File: src/rtl/mem_access_unit.sv
// -----------------------------------------------------------------------------
// mem_access_unit
//   MEM-stage load/store engine sitting between the EX/MEM and MEM/WB pipeline
//   registers. It runs one req/gnt/rvalid transaction per memory instruction,
//   forms byte enables, replicates store data onto the byte lanes and
//   sign/zero-extends returned load data. Non-memory ops pass through with no
//   stall. MEM/WB is expected to capture when stall_mem_o is low.
//
//   Optional build macro: MISALIGN_TRAP_EN
//     defined   : misaligned H/HU/SH (a[0]=1) and W/SW (a[1:0]!=0) issue no
//                 request, raise misalign_o for the cycle and suppress
//                 reg_write_o.
//     undefined : misalign_o is 0; halfwords use a[1], words align down.
//
// Ports
//   clk, rst_n          clock (rising edge), asynchronous active-low reset
//   flush_i             kill the op currently in MEM
//   valid_i             EX/MEM holds a live instruction
//   mem_read_i/write_i  load / store
//   funct3_i            size/sign (000 B, 001 H, 010 W, 100 BU, 101 HU)
//   alu_res_i           effective address / ALU result
//   store_data_i        rs2 value for stores
//   rd_i, reg_write_i, wb_sel_mem_i   write-back controls (passed on)
//   mem_rdata_o         extended load data (valid in WAIT with rvalid)
//   alu_res_o, rd_o, reg_write_o, wb_sel_mem_o  write-back controls out
//   stall_mem_o         hold EX/MEM and earlier, disable MEM/WB
//   dmem_*              data-memory request/response bus
//   misalign_o          misaligned access detected
// -----------------------------------------------------------------------------
module mem_access_unit #(
    parameter int AW = 32
) (
    input  logic          clk,
    input  logic          rst_n,
    input  logic          flush_i,
    input  logic          valid_i,
    input  logic          mem_read_i,
    input  logic          mem_write_i,
    input  logic [2:0]    funct3_i,
    input  logic [31:0]   alu_res_i,
    input  logic [31:0]   store_data_i,
    input  logic [4:0]    rd_i,
    input  logic          reg_write_i,
    input  logic          wb_sel_mem_i,
    output logic [31:0]   mem_rdata_o,
    output logic [31:0]   alu_res_o,
    output logic [4:0]    rd_o,
    output logic          reg_write_o,
    output logic          wb_sel_mem_o,
    output logic          stall_mem_o,
    output logic          dmem_req_o,
    output logic          dmem_we_o,
    output logic [AW-1:0] dmem_addr_o,
    output logic [3:0]    dmem_be_o,
    output logic [31:0]   dmem_wdata_o,
    input  logic          dmem_gnt_i,
    input  logic          dmem_rvalid_i,
    input  logic [31:0]   dmem_rdata_i,
    output logic          misalign_o
);

    typedef enum logic [1:0] {
        S_IDLE  = 2'd0,
        S_REQ   = 2'd1,
        S_WAIT  = 2'd2,
        S_DRAIN = 2'd3
    } state_t;

    state_t        state_r;
    state_t        state_nxt_s;
    logic          mem_op_s;
    logic          misalign_s;
    logic          start_s;
    logic          stall_s;
    logic [31:0]   rdata_s;

    logic          req_r;
    logic          we_r;
    logic [3:0]    be_r;
    logic [AW-1:0] addr_r;
    logic [31:0]   wdata_r;
    logic [2:0]    f3_r;
    logic [1:0]    alo_r;

    // Byte enables for an access of the given size at byte offset a.
    function automatic logic [3:0] lane_be(input logic [2:0] f3, input logic [1:0] a);
        logic [3:0] be;
        case (f3[1:0])
            2'b00:   be = 4'b0001 << a;
            2'b01:   be = a[1] ? 4'b1100 : 4'b0011;
            default: be = 4'b1111;
        endcase
        return be;
    endfunction

    // Replicate store data so every lane carries the right byte/half.
    function automatic logic [31:0] lane_wdata(input logic [2:0] f3, input logic [31:0] d);
        logic [31:0] w;
        case (f3[1:0])
            2'b00:   w = {4{d[7:0]}};
            2'b01:   w = {2{d[15:0]}};
            default: w = d;
        endcase
        return w;
    endfunction

    // Pick the addressed byte/half out of the word and extend it.
    function automatic logic [31:0] load_extend(input logic [2:0] f3, input logic [1:0] a,
                                                input logic [31:0] w);
        logic [7:0]  b;
        logic [15:0] h;
        logic [31:0] r;
        b = 8'(w >> {a, 3'b000});
        h = a[1] ? w[31:16] : w[15:0];
        case (f3[1:0])
            2'b00:   r = f3[2] ? {24'd0, b} : {{24{b[7]}}, b};
            2'b01:   r = f3[2] ? {16'd0, h} : {{16{h[15]}}, h};
            default: r = w;
        endcase
        return r;
    endfunction

    assign mem_op_s = valid_i & (mem_read_i | mem_write_i) & ~flush_i;

`ifdef MISALIGN_TRAP_EN
    // Misalignment only matters when a new op is about to be launched from IDLE.
    always_comb begin
        misalign_s = 1'b0;
        if (mem_op_s && (state_r == S_IDLE)) begin
            case (funct3_i[1:0])
                2'b00:   misalign_s = 1'b0;
                2'b01:   misalign_s = alu_res_i[0];
                default: misalign_s = (alu_res_i[1:0] != 2'b00);
            endcase
        end else begin
            misalign_s = 1'b0;
        end
    end
`else
    assign misalign_s = 1'b0;
`endif

    // Next-state, stall and load-data decode.
    always_comb begin
        state_nxt_s = state_r;
        stall_s     = 1'b0;
        rdata_s     = 32'd0;
        start_s     = 1'b0;
        case (state_r)
            S_IDLE: begin
                if (mem_op_s && !misalign_s) begin
                    start_s     = 1'b1;
                    stall_s     = 1'b1;
                    state_nxt_s = S_REQ;
                end else begin
                    stall_s     = 1'b0;
                end
            end
            S_REQ: begin
                stall_s = 1'b1;
                // A grant commits the transaction even if flush arrives with it.
                if (dmem_gnt_i) begin
                    if (we_r) begin
                        stall_s     = 1'b0;
                        state_nxt_s = S_IDLE;
                    end else if (flush_i) begin
                        state_nxt_s = S_DRAIN;
                    end else begin
                        state_nxt_s = S_WAIT;
                    end
                end else if (flush_i) begin
                    state_nxt_s = S_IDLE;
                end else begin
                    state_nxt_s = S_REQ;
                end
            end
            S_WAIT: begin
                stall_s = ~dmem_rvalid_i;
                if (dmem_rvalid_i) begin
                    rdata_s     = load_extend(f3_r, alo_r, dmem_rdata_i);
                    state_nxt_s = S_IDLE;
                end else if (flush_i) begin
                    state_nxt_s = S_DRAIN;
                end else begin
                    state_nxt_s = S_WAIT;
                end
            end
            S_DRAIN: begin
                // The outstanding beat belongs to a killed load; only hold the
                // pipe if a new memory op is waiting to start.
                stall_s = mem_op_s;
                if (dmem_rvalid_i) begin
                    state_nxt_s = S_IDLE;
                end else begin
                    state_nxt_s = S_DRAIN;
                end
            end
            default: begin
                stall_s     = 1'b0;
                state_nxt_s = S_IDLE;
            end
        endcase
    end

    // State register and latched bus payload, held stable until granted.
    always_ff @(posedge clk or negedge rst_n) begin
        if (!rst_n) begin
            state_r <= S_IDLE;
            req_r   <= 1'b0;
            we_r    <= 1'b0;
            be_r    <= 4'd0;
            addr_r  <= '0;
            wdata_r <= 32'd0;
            f3_r    <= 3'd0;
            alo_r   <= 2'd0;
        end else begin
            state_r <= state_nxt_s;
            if (start_s) begin
                req_r   <= 1'b1;
                we_r    <= mem_write_i;
                be_r    <= lane_be(funct3_i, alu_res_i[1:0]);
                addr_r  <= {alu_res_i[AW-1:2], 2'b00};
                wdata_r <= lane_wdata(funct3_i, store_data_i);
                f3_r    <= funct3_i;
                alo_r   <= alu_res_i[1:0];
            end else if ((state_r == S_REQ) && (dmem_gnt_i || flush_i)) begin
                req_r   <= 1'b0;
            end
        end
    end

    assign dmem_req_o   = req_r;
    assign dmem_we_o    = we_r;
    assign dmem_be_o    = be_r;
    assign dmem_addr_o  = addr_r;
    assign dmem_wdata_o = wdata_r;

    assign stall_mem_o  = stall_s;
    assign mem_rdata_o  = rdata_s;
    assign misalign_o   = misalign_s;
    assign alu_res_o    = alu_res_i;
    assign rd_o         = rd_i;
    assign wb_sel_mem_o = wb_sel_mem_i;
    assign reg_write_o  = reg_write_i & valid_i & ~misalign_s;

endmodule

File: config.mk
export PLATFORM = sky130hd
export DESIGN_NAME = mem_access_unit
export DESIGN_NICKNAME = d
export VERILOG_FILES = /design/src/rtl/mem_access_unit.sv
export SDC_FILE = /design/constraint.sdc
export NUM_CORES = 1
export LEC_CHECK = 0
export CELL_PAD_IN_SITES_DETAIL_PLACEMENT = 1
export CELL_PAD_IN_SITES_GLOBAL_PLACEMENT = 1
export CORE_MARGIN = 2
export CORE_UTILIZATION = 27
export CTS_CLUSTER_SIZE = 8
export DETAILED_ROUTE_END_ITERATION = 16
export HOLD_SLACK_MARGIN = 0.12
export PLACE_DENSITY = 0.81
export SLEW_MARGIN = 20
export SYNTH_ARGS = -nofsm -noshare
export SYNTH_HDL_FRONTEND = slang
export SYNTH_SLANG_ARGS = --single-unit
File: constraint.sdc
create_clock -name clk -period 1.95 [get_ports clk]
set_input_delay 0.195 -clock clk [delete_from_list [all_inputs] [get_ports clk]]
set_output_delay 0.195 -clock clk [all_outputs]
set_load 0.01 [all_outputs]
[Word-level counts from Yosys, hierarchy flattened]
Index checks and enable logic that the tools add are counted.
Storage, ports and cells
  bits in registers: 75
  bits in latches: 0
  memory bits (writable): 0
  ROM bits: 0
  bits of input ports: 114
  logic and storage cells: 52
  memories kept: 0
Cells by class
  $add $sub $neg: 0
  multipliers: 0
  div/mod/pow operators: 0
  magnitude comparators: 0
  eq/ne operators: 6
  shift-type cells: 2
  mux-type cells: 24
  bitwise logic cells: 6
  reduce and logical (&&, ||, !) cells: 6
Operators by type and width (number)
  32-bit two-way mux: 4
  32-bit one-hot mux with 2 select lines: 2
  32-bit by 5-bit >> shifter with 8-bit output: 1
  16-bit two-way mux: 1
  2-bit two-way mux: 5
  1-bit two-way mux: 8
  2-bit one-hot mux with 4 select lines: 1
  4-bit one-hot mux with 2 select lines: 1
  2-bit by 1-bit == test with 1-bit output, second input constant: 3
  2-bit zero test: 3
  2-bit == test, second input constant: 2
  4-bit two-way mux: 1
  1-bit one-hot mux with 4 select lines: 1
  1-bit by 2-bit << shifter with 4-bit output, first input constant: 1
  1-bit bitwise AND: 3
  2-bit != test, second input constant: 1
  1-bit NOT: 2
  2-bit nonzero test: 1
  1-bit logical AND: 1
  1-bit logical OR: 1
  1-bit bitwise OR: 1

[Logic depth before layout (Yosys ltp)]
Gate-level depths: netlist (run 1).
  depth after elaboration: 6
  depth in mapped cells: 7

[Worst setup path before layout (run 1)]
OpenSTA, ideal clock, no wires.
  path kind: register to output
  from: register alo_r[1]
  to: output mem_rdata_o[10]
  arrival: 1674 ps
  required time: 1755 ps
  slack: 81 ps
  cell stages (with the launch flop): 7
  cells stage by stage: dfrtp_1 buf_6 mux2i_1 o32a_1 or2_1 clkbuf_1 a211oi_1
Between the ends
  cells in the longest elaborated chain, start to end: 5
  elaborated cells on any way between the ends: 7
  those cells by class: shift: 1; mux: 6
RTL lines
  from (decl): RTL line 83  | logic [1:0] alo_r;
  from (signal assigned): RTL line 225  | alo_r <= alu_res_i[1:0];
  32-bit by 5-bit >> shifter with 8-bit output / 16-bit two-way mux (equally long branches): RTL line 113, 114
  32-bit two-way mux, on equally long branches: RTL line 116, 117
  32-bit one-hot mux with 2 select lines (*): RTL line 115  | case (f3[1:0])
  32-bit two-way mux (*): RTL line 179  | if (dmem_rvalid_i) begin
  32-bit two-way mux (*): RTL line 149  | case (state_r)
  to (decl): RTL line 45  | output logic [31:0] mem_rdata_o,
Every way passes the cells marked *; elsewhere a longest branch is shown, timed or not.

[Worst setup path in the final report (run 1)]
  from: register alo_r[1]
  to: output mem_rdata_o[30]
Same word-level chain as after synthesis.

==> impl_metrics.json, run 1 <==
{
  "core_sq_um": 15310,
  "initialDrtViolationCount": 91,
  "drc": 0,
  "outcome": "finished with violations",
  "synth_ff_type": "dfrtp_1",
  "slew_viol_final": 0,
  "ys_types": 34,
  "synth_mux_area_share_pct": 21.21,
  "cts_inserted_buffers": 9,
  "synth_top_area_cell": "dfrtp_1",
  "die_x_microns": 129.5,
  "clockBufferDepth": 2,
  "synth-adder-area-share_pct": 1.471,
  "io_pins": 257,
  "io_buffers": 241,
  "place.gp.congestion": 0.8718,
  "final-instance-count-excl-fill": 874,
  "clock_latency_ns": 0.33,
  "synth_async_sr_flop_share_pct": 100.0,
  "synth_xor_area_share_pct": 0,
  "fin_util_pct": 47.77,
  "vias_per_cell": 4.680,
  "peakVddDrop_v": 0.0005404,
  "violations": "negative setup slack",
  "synthTopCellsByArea": "dfrtp_1 44%, mux2_2 15%, buf_4 7.4%",
  "fin_skew_ns": 0.003528,
  "dp_hpwl_microns": 12020,
  "regArea_sq_um": 1877,
  "critPathKind": "reg -> out",
  "grt_pass1_vias": 4438,
  "setup_tns_ns": -9.330,
  "grt_overflow": 0,
  "multi_input_area_sq_um": 2088,
  "dr.pass1.iters": 4,
  "cp-end-kind": "output pin",
  "r2r-start": "state_r[1]",
  "avgRoutedWirePerCell_microns": 18.11,
  "synthSimpleGateAreaFrac_pct": 10.65,
  "cts_max_level": 3,
  "setup_viol": 32,
  "fin_nets": 777,
  "clkSlewWorstSetupHoldPaths_ns": 0.06,
  "path_max_fanout": 8,
  "startpoint_type": "register",
  "synth_edf_count": 0,
  "ys_seq_elements": 75,
  "syn_inst": 430,
  "finalHoldViolCount": 0,
  "synth.yosys.seq_area_share_pct": 44.12,
  "cp-endpoint": "mem_rdata_o[30]",
  "pre_cts_slack_ns": -0.7171,
  "die_h_microns": 129.5,
  "area_delta_synth_final_pct": 71.97,
  "arrival_ns": 2.15,
  "rows": 45,
  "fin_crit_ns": 2.345,
  "num_vias": 4090,
  "cp-startpoint": "alo_r[1]",
  "min_path_type": "in -> async",
  "ff2ff_path_depth": 8,
  "leakage_nw": 3.233,
  "max_freq_mhz": 426.5,
  "initial_core_util_pct": 27.78,
  "r2r_slack_ns": 0.16,
  "avgSynthCellArea_sq_um": 9.893,
  "grt.total_usage_pct": 18.17,
  "dp.cells": 848,
  "synth_compound_area_share_pct": 11.59,
  "synth_top_family_by_area": "multiplexers",
  "timing.rr.end": "dmem_wdata_o[12]",
  "yosysMostFrequentCell": "dfrtp_1",
  "period_share_pct": 120.3,
  "cts.sinks": 75,
  "antenna_found_initial": 0,
  "drv_cap": 0,
  "yosys_warnings": 0,
  "synth_top_area_share_pct": 44.12,
  "n_antenna_cell": 0,
  "power_density_nw_per_um2": 1291,
  "cp.required_ns": 1.75,
  "postRouteAntennaNets": 0,
  "grt_max_degree": 64,
  "die-area_sq_um": 16780,
  "root_buffer": "clkbuf_16",
  "rsz0062_at_grt": "true",
  "synth.cell_area_sq_um": 4254,
  "cts_tree": "built",
  "layout_setup_ws_ns": -0.3949,
  "fill_cells": 1700,
  "grt_pass1_wl_microns": 23780,
  "routed_wl_microns": 15830,
  "synth_common_cells": "75 x dfrtp_1, 69 x nand2_1, 57 x mux2_2",
  "drive_above_1_share_pct": 26.24,
  "hold_slack_ns": 0.3648
}
[final cells by class]
cell class                      instances  share of cell area, %
Clock buffer                           11                  3.181
Clock inverter                          5                  1.060
Inverter                                9                 0.4618
Multi-Input combinational cell        281                  28.54
Sequential cell                        75                  25.65
Tap cell                              211                  3.609
Timing Repair Buffer                  282                  37.49
[state kept, by name (all words and copies together), names as in the netlist]
register	flops
dmem_wdata_o	32
dmem_addr_o	30
dmem_be_o	4
f3_r	3
alo_r	2
state_r	2
dmem_req_o	1
dmem_we_o	1
[cells by family (layout without fill, tap and decap cells)]
group	after synthesis	after routing
AOI/OAI and AO/OA	81	81
adders and majority gates	5	5
buffers and inverters	76	307
DFF	75	75
muxes	83	83
other	1	3
and+or+nand+nor	109	109
[metal layers]
layer | global-route usage [%] | routed length (microns)
met1 | 19.30 | 5824
met5 | 0 | 0
met2 | 33.75 | 8060
met4 | 5.250 | 427
met3 | 6.565 | 1520
[layout by cell type (no fill, tap or decap), drive strengths merged, types with 2 or more instances in the layout]
cell type | netlist | routed
a21oi | 21 | 21
bufinv | 0 | 2
o21ai | 35 | 35
nand2b | 3 | 3
ha | 5 | 5
nor2 | 23 | 23
nor2b | 8 | 8
a222oi | 7 | 7
a31oi | 2 | 2
conb | 1 | 3
nand2 | 69 | 69
mux2i | 26 | 26
clkinv | 0 | 2
a211oi | 7 | 7
dfrtp | 75 | 75
inv | 9 | 9
clkdlybuf4s50 | 0 | 207
mux2 | 57 | 57
buf | 49 | 74
clkbuf | 18 | 11
or3 | 2 | 2
[worst max-delay path, stage by stage (launching register included)]
cell and delay, ns:
dfrtp_1 0.43, mux2i_2 0.19, or3_4 0.35, a2111o_1 0.49, buf_6 0.18, nand2_1 0.06
buf_2 0.12
[report_power, final]
part / leakage, nW / switching (W) / internal, W / total (W)
logic: 2.17 / 0.00211 / 0.00281 / 0.00492
registers: 0.916 / 0.000440 / 0.00233 / 0.00277
clock network: 0.150 / 0.000630 / 0.00112 / 0.00175
[how the worst min path moves through the flow]
stage | depth (start not counted) | startpoint | slack (ns) | end
after floorplan | 0 | rst_n | -0.10 | alo_r[0]
after global placement | 1 | rst_n | 0.18 | dmem_addr_o[22]
after detailed placement | 1 | rst_n | 0.19 | dmem_addr_o[18]
after CTS | 2 | rst_n | 0.37 | dmem_addr_o[18]
after global routing | 0 | rd_i[0] | 0.39 | rd_o[0]
final | 2 | rst_n | 0.36 | dmem_addr_o[18]
[timing repair]
item | 4_1_cts | 5_1_grt
buffers inserted | 5 | 5
endpoints found under the hold margin | 33 | 0
gates resized for setup | 167 | 34
setup endpoints to repair | 33 | 33
hold buffers | 1 | 0
cloned | 1 | 0
pin swaps | 13 | 7
[metrics by stage]
step                cell area, sq um  power (W)
floorplan                       4262   0.004790
global placement                6819   0.007240
detailed placement              6819   0.007434
CTS                             7147   0.009413
global route                    7316    0.01002
finish                          7316   0.009443
Power figures use the tool's default switching activity.
==> run 2, diff against run 1 <==
--- a/config.mk
+++ b/config.mk
@@ -8,11 +8,13 @@
 export CELL_PAD_IN_SITES_DETAIL_PLACEMENT = 1
 export CELL_PAD_IN_SITES_GLOBAL_PLACEMENT = 1
 export CORE_MARGIN = 2
-export CORE_UTILIZATION = 27
+export CORE_UTILIZATION = 45
 export CTS_CLUSTER_SIZE = 8
 export DETAILED_ROUTE_END_ITERATION = 16
+export DONT_BUFFER_PORTS = 1
+export GPL_TIMING_DRIVEN = 0
 export HOLD_SLACK_MARGIN = 0.12
-export PLACE_DENSITY = 0.81
+export PLACE_DENSITY = 0.79
 export SLEW_MARGIN = 20
 export SYNTH_ARGS = -nofsm -noshare
 export SYNTH_HDL_FRONTEND = slang
==> impl_metrics.json, run 2 (synthesized netlist as in run 1, its figures left out) <==
{
  "critPathKind": "reg -> out",
  "cts_tree": "built",
  "min_path_type": "in -> reg",
  "cts.sinks": 75,
  "placed_cell_area_sq_um": 4400,
  "cts_max_level": 3,
  "cts_inserted_buffers": 9,
  "n_antenna_cell": 0,
  "slew_viol_final": 0,
  "pre_cts_slack_ns": -0.2852,
  "arrival_ns": 2.11,
  "die_h_microns": 101.2,
  "total_power_w": 0.007326,
  "drv_cap": 0,
  "violations": "negative setup slack",
  "postRouteAntennaNets": 0,
  "initialDrtViolationCount": 172,
  "r2r-start": "state_r[0]",
  "dr.pass1.iters": 5,
  "outcome": "finished with violations",
  "rows": 35,
  "pwr-share-clk_pct": 15.1,
  "fin_skew_ns": 0.01656,
  "seq_power_share_pct": 46.0,
  "grt.total_usage_pct": 30.05,
  "routed_wl_microns": 15890,
  "vias_per_cell": 5.893,
  "grt_max_degree": 76,
  "leakage_nw": 2.549,
  "cp_slowest_cell": "a2111o_1",
  "setup_tns_ns": -7.650,
  "slew-limit-headroom_pct": 27.79,
  "fin_util_pct": 61.21,
  "path_max_fanout": 10,
  "initial_core_util_pct": 46.26,
  "place.gp.congestion": 0.7805,
  "clock_latency_ns": 0.35,
  "fin_nets": 639,
  "grt_pass1_wl_microns": 23390,
  "avgRoutedWirePerCell_microns": 24.98,
  "die-area_sq_um": 10250,
  "io_buffers": 0,
  "switchingPower_w": 0.003191,
  "finalHoldViolCount": 0,
  "max_freq_mhz": 434.6,
  "die_x_microns": 101.2,
  "clkSlewWorstSetupHoldPaths_ns": 0.08,
  "fin_area_sq_um": 5629,
  "fin_crit_ns": 2.301,
  "cp_cell_sequence": "buf_6 > mux2i_2 > or3_1 > a2111o_1 > buf_6 > nand2_2",
  "antenna_found_initial": 0,
  "dp_hpwl_microns": 9480,
  "io_pins": 257,
  "startpoint_type": "register",
  "critPathMaxStageDelay_ns": 0.47,
  "cp-startpoint": "alo_r[1]",
  "peakVddDrop_v": 0.0006599,
  "p_comb_share_pct": 38.9,
  "final_common_cell": "dfrtp_1",
  "drive_above_1_share_pct": 34.29,
  "final_cell_mix": "75 x dfrtp_1, 69 x dlygate4sd3_1, 57 x mux2_2, 52 x nand2_1, 48 x buf_4",
  "timing.critical_path.mode_cell": "buf_6",
  "sw_frac_of_total_pct": 43.55,
  "setup_viol": 31,
  "cp.required_ns": 1.75,
  "p_int_w": 0.004135,
  "period_share_pct": 118.0,
  "core_sq_um": 9196,
  "fill_cells": 956,
  "cp-end-kind": "output pin",
  "layout_setup_ws_ns": -0.3510,
  "tightestPinTransition_ns": 1.079,
  "root_buffer": "clkbuf_8",
  "grt_pass1_vias": 4249,
  "grt_overflow": 0,
  "hp-start": "alu_res_i[0]",
  "largest_register_ffs": 32,
  "drc": 0,
  "area_delta_synth_final_pct": 32.32,
  "num_vias": 3748,
  "worst-path-buf-inv": 2,
  "rsz0062_at_grt": "true",
  "crit_family": "compound AO/OA/AOI/OAI gates",
  "power_density_nw_per_um2": 1301,
  "clockBufferDepth": 2
}
-- run 2: cell types whose count changed in the layout (fill, tap and decap cells not counted), moves of 8 or more --
cell,change
dlygate4sd3_1,+68
clkbuf_8,+11
clkdlybuf4s50_1,-207
buf_6,-14
buf_2,-18
buf_4,+20
clkbuf_2,+8
clkbuf_16,-9
-- run 2: stage by stage --
step	hold slack, ns	instances
2_1_floorplan	-0.1006	432
6_report	0.1516	636
3_3_place_gp	-0.09922	543
4_1_cts	0.1235	633
3_5_place_dp	-0.09933	543
5_1_grt	0.1864	636
-- run 2: worst paths after layout --
check | end | slack [ns] | depth (start not counted)
setup / recovery | mem_rdata_o[26] | -0.35 | 6
hold / removal | dmem_be_o[2] | 0.15 | 3
setup reg to reg | dmem_addr_o[5] | 0.11 | 6
hold reg to reg | dmem_wdata_o[28] | 0.57 | 2
max in group asynchronous | f3_r[1] | 1.22 | 2
min in group asynchronous | dmem_addr_o[4] | 0.38 | 2
-- run 2: power by group through the flow --
stage          combinational (W)  clock (W)  sequential, W
6_report                 0.00285    0.00111        0.00337
5_1_grt                  0.00310    0.00119        0.00345
4_1_cts                  0.00256    0.00110        0.00329
3_5_place_dp             0.00213          0        0.00331
3_3_place_gp             0.00203          0        0.00329
2_1_floorplan            0.00171          0        0.00308
-- run 2: timing repair --
item | in CTS | in global routing
hold buffers | 70 | 0
endpoints found under the hold margin | 144 | 0
buffers inserted | 5 | 3
pin swaps | 6 | 10
gates resized for setup | 53 | 30
setup endpoints to repair | 101 | 83
-- run 2: area by class of cell --
| cell class | instances | area (sq um) | area share, % |
|---|---|---|---|
| flip-flops and latches | 75 | 1877 | 33.34 |
| clock inverters | 5 | 37.54 | 0.6668 |
| inverters | 9 | 33.78 | 0.6001 |
| repair buffers | 78 | 789.5 | 14.03 |
| plain buffers | 66 | 474.2 | 8.424 |
| clock buffers | 11 | 131.4 | 2.334 |
| multi-input cells | 281 | 2147 | 38.14 |
| well taps | 111 | 138.9 | 2.467 |
-- run 2: worst reg2reg max path: stages (launching register included) --
cell,delay (ns)
dfrtp_1,0.41
inv_1,0.10
ha_1,0.24
o2111ai_2,0.12
clkbuf_8,0.24
clkbuf_4,0.24
mux2_2,0.38
-- run 2: metal layers --
metal	wire length [microns]	track usage [%]
met5	0	0
met4	660	14.55
met3	1333	9.110
met2	8273	52.06
met1	5620	33.70
==> run 3, diff against run 2 <==
--- a/config.mk
+++ b/config.mk
@@ -7,7 +7,7 @@
 export LEC_CHECK = 0
 export CELL_PAD_IN_SITES_DETAIL_PLACEMENT = 1
 export CELL_PAD_IN_SITES_GLOBAL_PLACEMENT = 1
-export CORE_MARGIN = 2
+export CORE_MARGIN = 4
 export CORE_UTILIZATION = 45
 export CTS_CLUSTER_SIZE = 8
 export DETAILED_ROUTE_END_ITERATION = 16
==> impl_metrics.json, run 3 (synthesized netlist as in run 1, its figures left out) <==
{
  "dr.pass1.iters": 4,
  "dp_hpwl_microns": 10150,
  "r2r_slack_ns": 0.10,
  "leakage_nw": 2.594,
  "multi_input_area_sq_um": 2121,
  "hold_slack_ns": 0.1170,
  "root_buffer": "clkbuf_8",
  "critPathKind": "reg -> out",
  "drv_cap": 0,
  "dr.max_layer_used": "met4",
  "cp-endpoint": "mem_rdata_o[21]",
  "regArea_sq_um": 1878,
  "final_common_cell": "dfrtp_1",
  "n_antenna_cell": 0,
  "fin_nets": 643,
  "startpoint_type": "register",
  "finalHoldViolCount": 0,
  "min_path_type": "in -> reg",
  "cp-end-kind": "output pin",
  "die-area_sq_um": 11070,
  "fin_crit_ns": 2.324,
  "drive_above_1_share_pct": 34.59,
  "die_h_microns": 105.2,
  "timing.rr.end": "dmem_addr_o[11]",
  "grt_overflow": 0,
  "ff2ff_path_depth": 6,
  "drt-met1-wl_microns": 5758,
  "setup_viol": 30,
  "num_vias": 3717,
  "wl_met3_microns": 1289,
  "die_x_microns": 105.2,
  "r2r-start": "state_r[1]",
  "rows": 35,
  "violations": "negative setup slack",
  "initialDrtViolationCount": 204,
  "arrival_ns": 2.13,
  "outcome": "finished with violations",
  "initial_core_util_pct": 46.04,
  "final_cell_mix": "74 x dfrtp_1, 68 x dlygate4sd3_1, 57 x mux2_2, 56 x nand2_1, 56 x buf_4",
  "drc": 0,
  "core_sq_um": 9240,
  "postRouteAntennaNets": 0,
  "place.gp.congestion": 0.7452,
  "io_pins": 257,
  "cts_inserted_buffers": 9,
  "final-instance-count-excl-fill": 658,
  "grt.total_usage_pct": 28.45,
  "path_max_fanout": 5,
  "fill_cells": 977,
  "max_freq_mhz": 430.3,
  "io_buffers": 0,
  "routed_wl_microns": 16440,
  "grt_pass1_vias": 4210,
  "min_path_cells": 2,
  "largest_register_ffs": 32,
  "rsz0062_at_grt": "true",
  "cts.sinks": 75,
  "slew-limit-headroom_pct": 30.40,
  "clkSlewWorstSetupHoldPaths_ns": 0.10,
  "cts_max_level": 3,
  "period_share_pct": 119.2,
  "grt_max_degree": 76,
  "layout_setup_ws_ns": -0.3739,
  "dp.cells": 561,
  "slew_viol_final": 0,
  "route.met2.wl_microns": 8899,
  "vias_per_cell": 5.649,
  "fin_skew_ns": 0.01596,
  "antenna_found_initial": 0,
  "fin_area_sq_um": 5693,
  "peakVddDrop_v": 0.0007275,
  "power_density_nw_per_um2": 1332,
  "grt_pass1_wl_microns": 24570,
  "avgRoutedWirePerCell_microns": 24.99,
  "clock_latency_ns": 0.36,
  "placed_cell_area_sq_um": 4423,
  "fin_util_pct": 61.61,
  "cp.required_ns": 1.75,
  "cts_tree": "built",
  "area_delta_synth_final_pct": 33.82,
  "clockBufferDepth": 2,
  "cp-startpoint": "alo_r[1]",
  "tightestPinTransition_ns": 1.040
}
[run 3: worst max-delay path: stages, from the launching register on]
cell,delay (ns)
dfrtp_2,0.45
mux2i_2,0.18
or3_1,0.34
a2111o_1,0.53
buf_6,0.18
nand2_1,0.11
[run 3: how the worst min path moves through the flow]
stage,startpoint,to
floorplan,rst_n,alo_r[0]
global placement,rst_n,dmem_addr_o[10]
detailed placement,rst_n,dmem_addr_o[10]
CTS,store_data_i[23],dmem_wdata_o[23]
global route,store_data_i[23],dmem_wdata_o[23]
finish,store_data_i[23],dmem_wdata_o[23]
[run 3: cell type report]
type	instances	area share [%]
Buffer	64	8.132
Clock buffer	10	2.418
Inverter	9	0.5934
Tap cell	129	2.835
Sequential cell	75	32.99
Timing Repair Buffer	84	14.55
Multi-Input combinational cell	281	37.25
Clock inverter	6	1.231
[run 3: stage by stage]
stage	setup TNS [ns]	total power (W)	worst slack, ns
after floorplan	0	0.004790	0.08113
after global placement	-11.17	0.005329	-0.2286
after detailed placement	-14.77	0.005495	-0.2876
after CTS	-8.185	0.007147	-0.3515
after global routing	-10.79	0.007975	-0.4571
final	-8.347	0.007584	-0.3739
[run 3: timing repair]
item,CTS,global route
setup buffers,9,6
hold endpoints to repair,145,0
endpoints found under the setup margin,100,89
resized for setup,37,46
pin swaps,4,13
cloned,0,1
hold buffers,69,0
[run 3: where the power goes]
group / total [W] / switching, W / internal (W)
combinational: 0.00287 / 0.00150 / 0.00137
sequential: 0.00338 / 0.00105 / 0.00233
clock: 0.00133 / 0.000690 / 0.000642
total: 0.00758 / 0.00324 / 0.00434
[run 3: metal layers]
metal  GRT usage (%)  vias up
met5               0        -
met4           10.68        0
met3           9.430       30
met2           51.87      182
met1           30.25     1879
li1                -     1626
